<file path="config.mk">
export PLATFORM = sky130hd
export DESIGN_NAME = regfile_param
export DESIGN_NICKNAME = d
export VERILOG_FILES = /design/src/rtl/regfile_pkg.sv /design/src/rtl/regfile_bytemerge.sv /design/src/rtl/regfile_param.sv
export SDC_FILE = /design/constraint.sdc
export NUM_CORES = 2
export LEC_CHECK = 0
export ABC_CLOCK_PERIOD_IN_PS = 4100
export CORE_MARGIN = 2
export CORE_UTILIZATION = 45
export DETAILED_ROUTE_END_ITERATION = 16
export GPL_ROUTABILITY_DRIVEN = 0
export GPL_TIMING_DRIVEN = 0
export PLACE_DENSITY_LB_ADDON = 0.08
export SETUP_SLACK_MARGIN = 0.2
export SLEW_MARGIN = 15
export SYNTH_ARGS = -nofsm -noshare
export SYNTH_HDL_FRONTEND = slang
export SYNTH_SLANG_ARGS = --single-unit
</file>
<file path="constraint.sdc">
create_clock -name Clk -period 4.1 [get_ports Clk]
set_input_delay 0.82 -clock Clk [delete_from_list [all_inputs] [get_ports Clk]]
set_output_delay 0.82 -clock Clk [all_outputs]
set_load 0.005 [all_outputs]
</file>
<file path="src/rtl/regfile_pkg.sv">
// Shared types and constants for the parameterised register file.
package regfile_pkg;

   // Clear-sweep controller states
   typedef enum logic {
      IDLE  = 1'b0,
      SWEEP = 1'b1
   } state_t;

   // Width of one byte lane handled by the byte-merge unit
   localparam int unsigned BYTE_W = 8;

endpackage

</file>
<file path="src/rtl/regfile_bytemerge.sv">
// Byte-lane merge: replaces the enabled bytes of old_word with new_word.
module regfile_bytemerge
   import regfile_pkg::*;
#(
   parameter int unsigned WIDTH = 32
) (
   input  logic [WIDTH-1:0]        old_word,
   input  logic [WIDTH-1:0]        new_word,
   input  logic [WIDTH/BYTE_W-1:0] byte_en,
   output logic [WIDTH-1:0]        merged
);

   // Select each byte lane from the new word when its enable bit is set
   always_comb begin
      merged = old_word;
      for (int unsigned k = 0; k < WIDTH / BYTE_W; k++) begin
         if (byte_en[k]) begin
            merged[k*BYTE_W +: BYTE_W] = new_word[k*BYTE_W +: BYTE_W];
         end
      end
   end

endmodule

</file>
<file path="src/rtl/regfile_param.sv">
// Two-read / one-write register file with byte enables, optional hardwired
// zero entry, optional write-to-read forwarding and a full-array clear sweep.
module regfile_param
   import regfile_pkg::*;
#(
   parameter  int unsigned WIDTH    = 32,
   parameter  int unsigned DEPTH    = 32,
   parameter  int unsigned ZERO_REG = 1,
   parameter  int unsigned BYPASS   = 1,
   localparam int unsigned AW       = $clog2(DEPTH),
   localparam int unsigned NB       = WIDTH / 8
) (
   input  logic             Clk,
   input  logic             ResetN,
   input  logic [AW-1:0]    ReadRegister1,
   input  logic [AW-1:0]    ReadRegister2,
   output logic [WIDTH-1:0] ReadData1,
   output logic [WIDTH-1:0] ReadData2,
   input  logic [AW-1:0]    WriteRegister,
   input  logic [WIDTH-1:0] WriteData,
   input  logic             RegWrite,
   input  logic [NB-1:0]    ByteEn,
   input  logic             Clear,
   output logic             Ready,
   output logic             ClearDone
);

   state_t           state;
   state_t           state_next;
   logic [AW-1:0]    cnt;
   logic [AW-1:0]    cnt_next;
   logic             done_next;
   logic [WIDTH-1:0] mem [DEPTH];

   logic             wr_ok;
   logic [WIDTH-1:0] wr_old;
   logic [WIDTH-1:0] wr_new;

   // Address lies inside the populated part of the array
   function automatic logic addr_ok(input logic [AW-1:0] a);
      return 32'(a) < 32'(DEPTH);
   endfunction

   // Address reads as zero: out of range, or the hardwired zero entry
   function automatic logic addr_zero(input logic [AW-1:0] a);
      return !addr_ok(a) || ((ZERO_REG != 0) && (a == '0));
   endfunction

   assign Ready = (state == IDLE);

   // Write accepted only in IDLE, to a legal, writable entry
   assign wr_ok = RegWrite && Ready && !addr_zero(WriteRegister);

   // Current contents of the write target, used as the merge base
   always_comb begin
      wr_old = '0;
      if (addr_ok(WriteRegister)) begin
         wr_old = mem[WriteRegister];
      end
   end

   regfile_bytemerge #(.WIDTH(WIDTH)) u_wr_merge (
      .old_word (wr_old),
      .new_word (WriteData),
      .byte_en  (ByteEn),
      .merged   (wr_new)
   );

   // Both read ports come from one mux description; the bypass merge uses
   // the port's own stored word, which equals wr_old whenever the port hits.
   logic [AW-1:0]    rd_addr [2];
   logic [WIDTH-1:0] rd_data [2];

   assign rd_addr[0] = ReadRegister1;
   assign rd_addr[1] = ReadRegister2;

   for (genvar p = 0; p < 2; p++) begin : g_rd
      logic [WIDTH-1:0] stored;
      logic [WIDTH-1:0] fwd;
      logic             hit;

      // Stored word, forced to zero for unreadable addresses
      always_comb begin
         stored = '0;
         if (!addr_zero(rd_addr[p])) begin
            stored = mem[rd_addr[p]];
         end
      end

      regfile_bytemerge #(.WIDTH(WIDTH)) u_rd_merge (
         .old_word (stored),
         .new_word (WriteData),
         .byte_en  (ByteEn),
         .merged   (fwd)
      );

      assign hit        = (BYPASS != 0) && wr_ok && (rd_addr[p] == WriteRegister);
      assign rd_data[p] = hit ? fwd : stored;
   end

   assign ReadData1 = rd_data[0];
   assign ReadData2 = rd_data[1];

   // Array storage: async clear, sweep zeroing, or accepted byte write
   always_ff @(posedge Clk or negedge ResetN) begin
      if (!ResetN) begin
         mem <= '{default: '0};
      end else if (state == SWEEP) begin
         mem[cnt] <= '0;
      end else if (wr_ok) begin
         mem[WriteRegister] <= wr_new;
      end
   end

   // Controller state, sweep counter and done pulse registers
   always_ff @(posedge Clk or negedge ResetN) begin
      if (!ResetN) begin
         state     <= IDLE;
         cnt       <= '0;
         ClearDone <= 1'b0;
      end else begin
         state     <= state_next;
         cnt       <= cnt_next;
         ClearDone <= done_next;
      end
   end

   // Next-state logic: start on Clear in IDLE, finish after entry DEPTH-1
   always_comb begin
      state_next = state;
      cnt_next   = cnt;
      done_next  = 1'b0;
      case (state)
         IDLE: begin
            if (Clear) begin
               state_next = SWEEP;
               cnt_next   = '0;
            end
         end
         SWEEP: begin
            if (cnt == AW'(DEPTH - 1)) begin
               state_next = IDLE;
               cnt_next   = '0;
               done_next  = 1'b1;
            end else begin
               cnt_next = cnt + AW'(1);
            end
         end
         default: begin
            state_next = IDLE;
            cnt_next   = '0;
         end
      endcase
   end

endmodule

</file>
==> results list <==
* Hold slack: 0.534 ns
- At the pin with the least slew margin, the transition time is 1.44 ns.
- In this run the worst path has a maximum fanout of 10.
* Wire length reported by the detailed router: 320000 microns
- The worst hold path passes through 2 cells.
- Across every metal layer, demand over resource in global routing totals 0.453.
- The worst setup path is of the input port to register kind.
- Number of instances in the synthesized netlist: 4708
* Result of the run: complete, but fails checks
- Half-perimeter wire length of the detailed placement result: 239000 microns
* Data required time of the worst path: 4.80 ns
* Average detailed-routed wire length per instance: 45.8 microns
- The worst hold path begins at mem[703]$_DFFE_PN0P_.
- Flip-flop and latch count after synthesis: 1031
* Cells on worst reg2reg path: 9
- Setup repair after global routing could not meet its margin everywhere.
* Layout Skew: 0.0324 ns
* Vias in the first global route: 52949
- The longest clock path from root to sink contains 3 buffers.
- Entering global routing, the biggest net connects 148 pins.
- For this run, the detailed router's first-pass iteration total came to 17.
* Number of top-level design ports: 121
* Area inside the core boundary: 137000 sq um
- After synthesis, the share of flip-flops with an asynchronous set or reset is 1.00.
- The cell sitting at the root of the clock tree is a clkbuf_16.
* Remaining design rule violation count: 1
* Pleak: 31.6 nW
* Port bufs: 111
* Die height: 375 microns
- After clock tree synthesis, the clock-pin slew on the worst setup and hold paths is 0.06 ns.
- Clk sink count: 1031
- In this run the tightest slew margin relative to its limit is 0.0404.
- GRT met1 Usage: 0.550
- Relative to the synthesized area, the layout overhead comes to 19.5%.
- Of the available clock period, the critical path in the final layout requires 1.04.
- Warning count from the yosys run: 0
- In this run the remaining antenna-violating nets after routing total 0.
* Net count after synthesis: 4768
- Number of flops mapped to enable cells by yosys: 0
* Most used DFF post-synth: dfrtp_1
- Summing every instance area after synthesis gives 62000 sq um.
- A synthesized cell averages 13.2 sq um.
* Ratio of cells with drive above 1 in the final layout: 0.315
- Arrival time reported for the critical path endpoint: 4.95 ns
- Across the VDD grid, the largest voltage drop is 336 uV.
- Total overflow reported by the global router: 0
- Class of the tightest hold or removal check: register to register
- Worst-Skew Late Latency: 0.80 ns
* Starting density of the core: 0.452
- The synthesized netlist contains 67 unique library cells.
- Number of max-slew violations in the final report: 0
- In the final design database the tool counted 5136 nets.
- Total Die Area: 141000 sq um
- Total CTS buffers: 118
- Via count: 55156
* Final number of setup-violating endpoints: 54
* First-iteration detailed-routing DRC count: 9371
* Highest attainable clock frequency: 235 MHz
* Most Used Layer, Global Route: met2
- Post-layout worst setup margin: -0.148 ns
- CTS tree: built
* Max-capacitance violation count: 0
- In this run the core area contains 136 standard-cell rows.
- For this run, global-route usage on met2 was measured as 0.601.
* Avg Vias per Cell: 7.89
- Ratio of total power to cell area: 428 nW/um^2
- Failing checks: DRC, setup timing
* X dimension of the die: 375 microns
* Worst-case register-to-register setup slack: 0.03 ns
- The first global-routing pass estimated 438000 microns of wire.
- Setup total negative slack on the finished layout was measured at -3.38 ns.
- Shortest period the worst path allows: 4.25 ns
- Final hold vios: 0
- For this run, global-route usage on met3 was measured as 0.192.
- Initial antenna violation count: 15
* Reg-to-reg critical path startpoint: state$_DFF_PN0_
- In this run the number of H-tree levels came out at 3.
* Launching element type of the critical path: input port
- The share of the Yosys chip area taken by registers is 0.416.
- After filler insertion, the fill cell instance count of the layout stands at 11550.
- The most critical setup path has its startpoint at WriteRegister[1].
* Crit end category: register
[cells in the mapped netlist, drive strengths merged, types with 3 or more instances]
cell type,count,area (sq um)
o22ai,121,757
o32a,6,135
a21oi,69,345
nor2,131,497
a31oi,14,87.6
nand3,43,215
o211ai,6,45.0
nand3b,9,67.6
nor4,60,422
a211oi,39,293
buf,293,1650
and2,38,238
nand2,79,297
and3,10,62.6
o21ai,52,260
nor4b,3,26.3
xnor2,10,103
mux4,614,13800
o22a,49,429
a221oi,23,201
a32oi,22,268
or3b,6,52.6
mux2i,255,2550
a221o,8,80.1
nor3b,4,30.0
inv,27,101
nand2b,6,37.5
mux2,95,1070
nor2b,48,300
dfrtp,1031,25800
and4b,3,30.0
clkbuf,316,1190
or3,7,43.8
o31ai,30,225
ha,5,62.6
o32ai,3,26.3
a2bb2oi,6,52.6
nor3,19,100
or2,5,31.3
a41oi,6,52.6
o311a,17,170
o41ai,4,35.0
a22o,1009,8840
a22oi,93,718
[worst max-delay path: stages]
cell and delay [ns]:
buf_6 0.11, buf_12 0.14, buf_4 0.13, buf_4 0.15
buf_4 0.16, buf_4 0.25, buf_2 0.37, nand4b_4 0.36
buf_2 0.45, nor2_2 0.20, a21oi_1 0.83, clkbuf_1 0.68
a22o_1 0.24
[state kept, by name, indices dropped and copies added (netlist names)]
signal	flops
ClearDone	1
cnt	5
mem	1024
state	1
[per-stage QoR]
stage / instance area, sq um / worst slack [ns] / util / total power, mW / instances
after floorplan: 62000 / 0.539 / - / 16.3 / 4708
after global placement: 65300 / -46.62 / 0.476 / 19.6 / 6613
after detailed placement: 65600 / -2.46 / 0.478 / 19.7 / 6622
after CTS: 73400 / 0.0560 / 0.535 / 31.1 / 6927
after global routing: 74000 / 0.0756 / 0.540 / 32.3 / 6969
final: 74100 / -0.148 / 0.540 / 31.7 / 6992
[path summary, 6_finish.rpt]
path,to
max,mem[138]$_DFFE_PN0P_
min,mem[703]$_DFFE_PN0P_
max reg2reg,mem[639]$_DFFE_PN0P_
min reg2reg,mem[703]$_DFFE_PN0P_
max in group asynchronous,mem[645]$_DFFE_PN0P_
min in group asynchronous,mem[507]$_DFFE_PN0P_
[routing by layer]
layer | wire length [microns] | share of wire | up-vias
met5 | 496 | 0.0015 | -
met4 | 38900 | 0.12 | 12
met3 | 43600 | 0.14 | 1445
met2 | 127000 | 0.40 | 4996
met1 | 110000 | 0.35 | 28526
li1 | - | - | 20177
[layout by cell type (no fill, tap or decap), types with 16 or more instances in the layout]
master | Yosys | routed
a211oi_1 | 39 | 34
clkbuf_2 | 0 | 42
a221oi_1 | 23 | 22
clkbuf_1 | 315 | 268
a32oi_2 | 10 | 16
clkbuf_8 | 0 | 48
o21ai_0 | 52 | 38
clkinv_2 | 0 | 16
nand3_1 | 43 | 37
clkbuf_4 | 1 | 26
a22oi_1 | 89 | 89
nand2_1 | 79 | 72
a21oi_1 | 69 | 63
mux4_2 | 614 | 614
buf_16 | 0 | 26
mux2_2 | 95 | 90
mux2i_4 | 0 | 60
nor4_1 | 54 | 43
a22o_1 | 1009 | 993
buf_4 | 31 | 142
nor2b_1 | 48 | 47
buf_8 | 0 | 29
and2_1 | 37 | 37
dfrtp_1 | 1031 | 1031
buf_12 | 0 | 42
mux2i_1 | 255 | 192
diode_2 | 0 | 25
clkdlybuf4s50_1 | 0 | 35
o22a_1 | 49 | 49
nor2_1 | 129 | 125
clkbuf_16 | 0 | 127
buf_6 | 24 | 69
inv_1 | 27 | 27
o311a_1 | 17 | 17
o22ai_1 | 121 | 111
dlygate4sd2_1 | 0 | 29
buf_2 | 206 | 128
o31ai_1 | 30 | 29
[layout make-up]
| class | count | area [sq um] | area share |
|---|---|---|---|
| Clock buffer | 181 | 3490 | 0.0471 |
| Antenna cell | 25 | 62.6 | 0.000844 |
| Inverter | 27 | 101 | 0.00137 |
| Tap cell | 1794 | 2240 | 0.0303 |
| Sequential cell | 1031 | 25800 | 0.348 |
| Multi-Input combinational cell | 3041 | 34900 | 0.471 |
| Timing Repair Buffer | 250 | 2490 | 0.0336 |
| Clock inverter | 36 | 442 | 0.00596 |
| Buffer | 607 | 4590 | 0.0619 |
[what timing repair did]
| item | 4_1_cts | 5_1_grt |
|---|---|---|
| hold endpoints to repair | 51 | 0 |
| setup endpoints to repair | 1049 | 476 |
| pin swaps | 70 | 40 |
| setup buffers | 88 | 37 |
| resized for setup | 916 | 133 |
| cloned | 1 | 2 |
| hold buffers | 1 | 0 |
[cell families (layout without fill, tap and decap cells)]
logic type,after synthesis,in the layout,share of synthesized area
AND/OR/NAND/NOR,481,481,0.0412
adder cells (fa/ha/maj),5,5,0.00101
AO/OA/AOI/OAI,1579,1579,0.210
flip-flops,1031,1031,0.416
multiplexers,964,964,0.282
other,0,25,0
buffers and inverters,636,1101,0.0475
XOR/XNOR,12,12,0.00194
[power by group]
group	total, mW	switching [mW]	internal (mW)
Sequential	12.3	1.13	11.2
Combinational	8.29	5.02	3.27
Clock	11.1	4.73	6.39
Note: power is estimated with default switching activity, not from simulation.
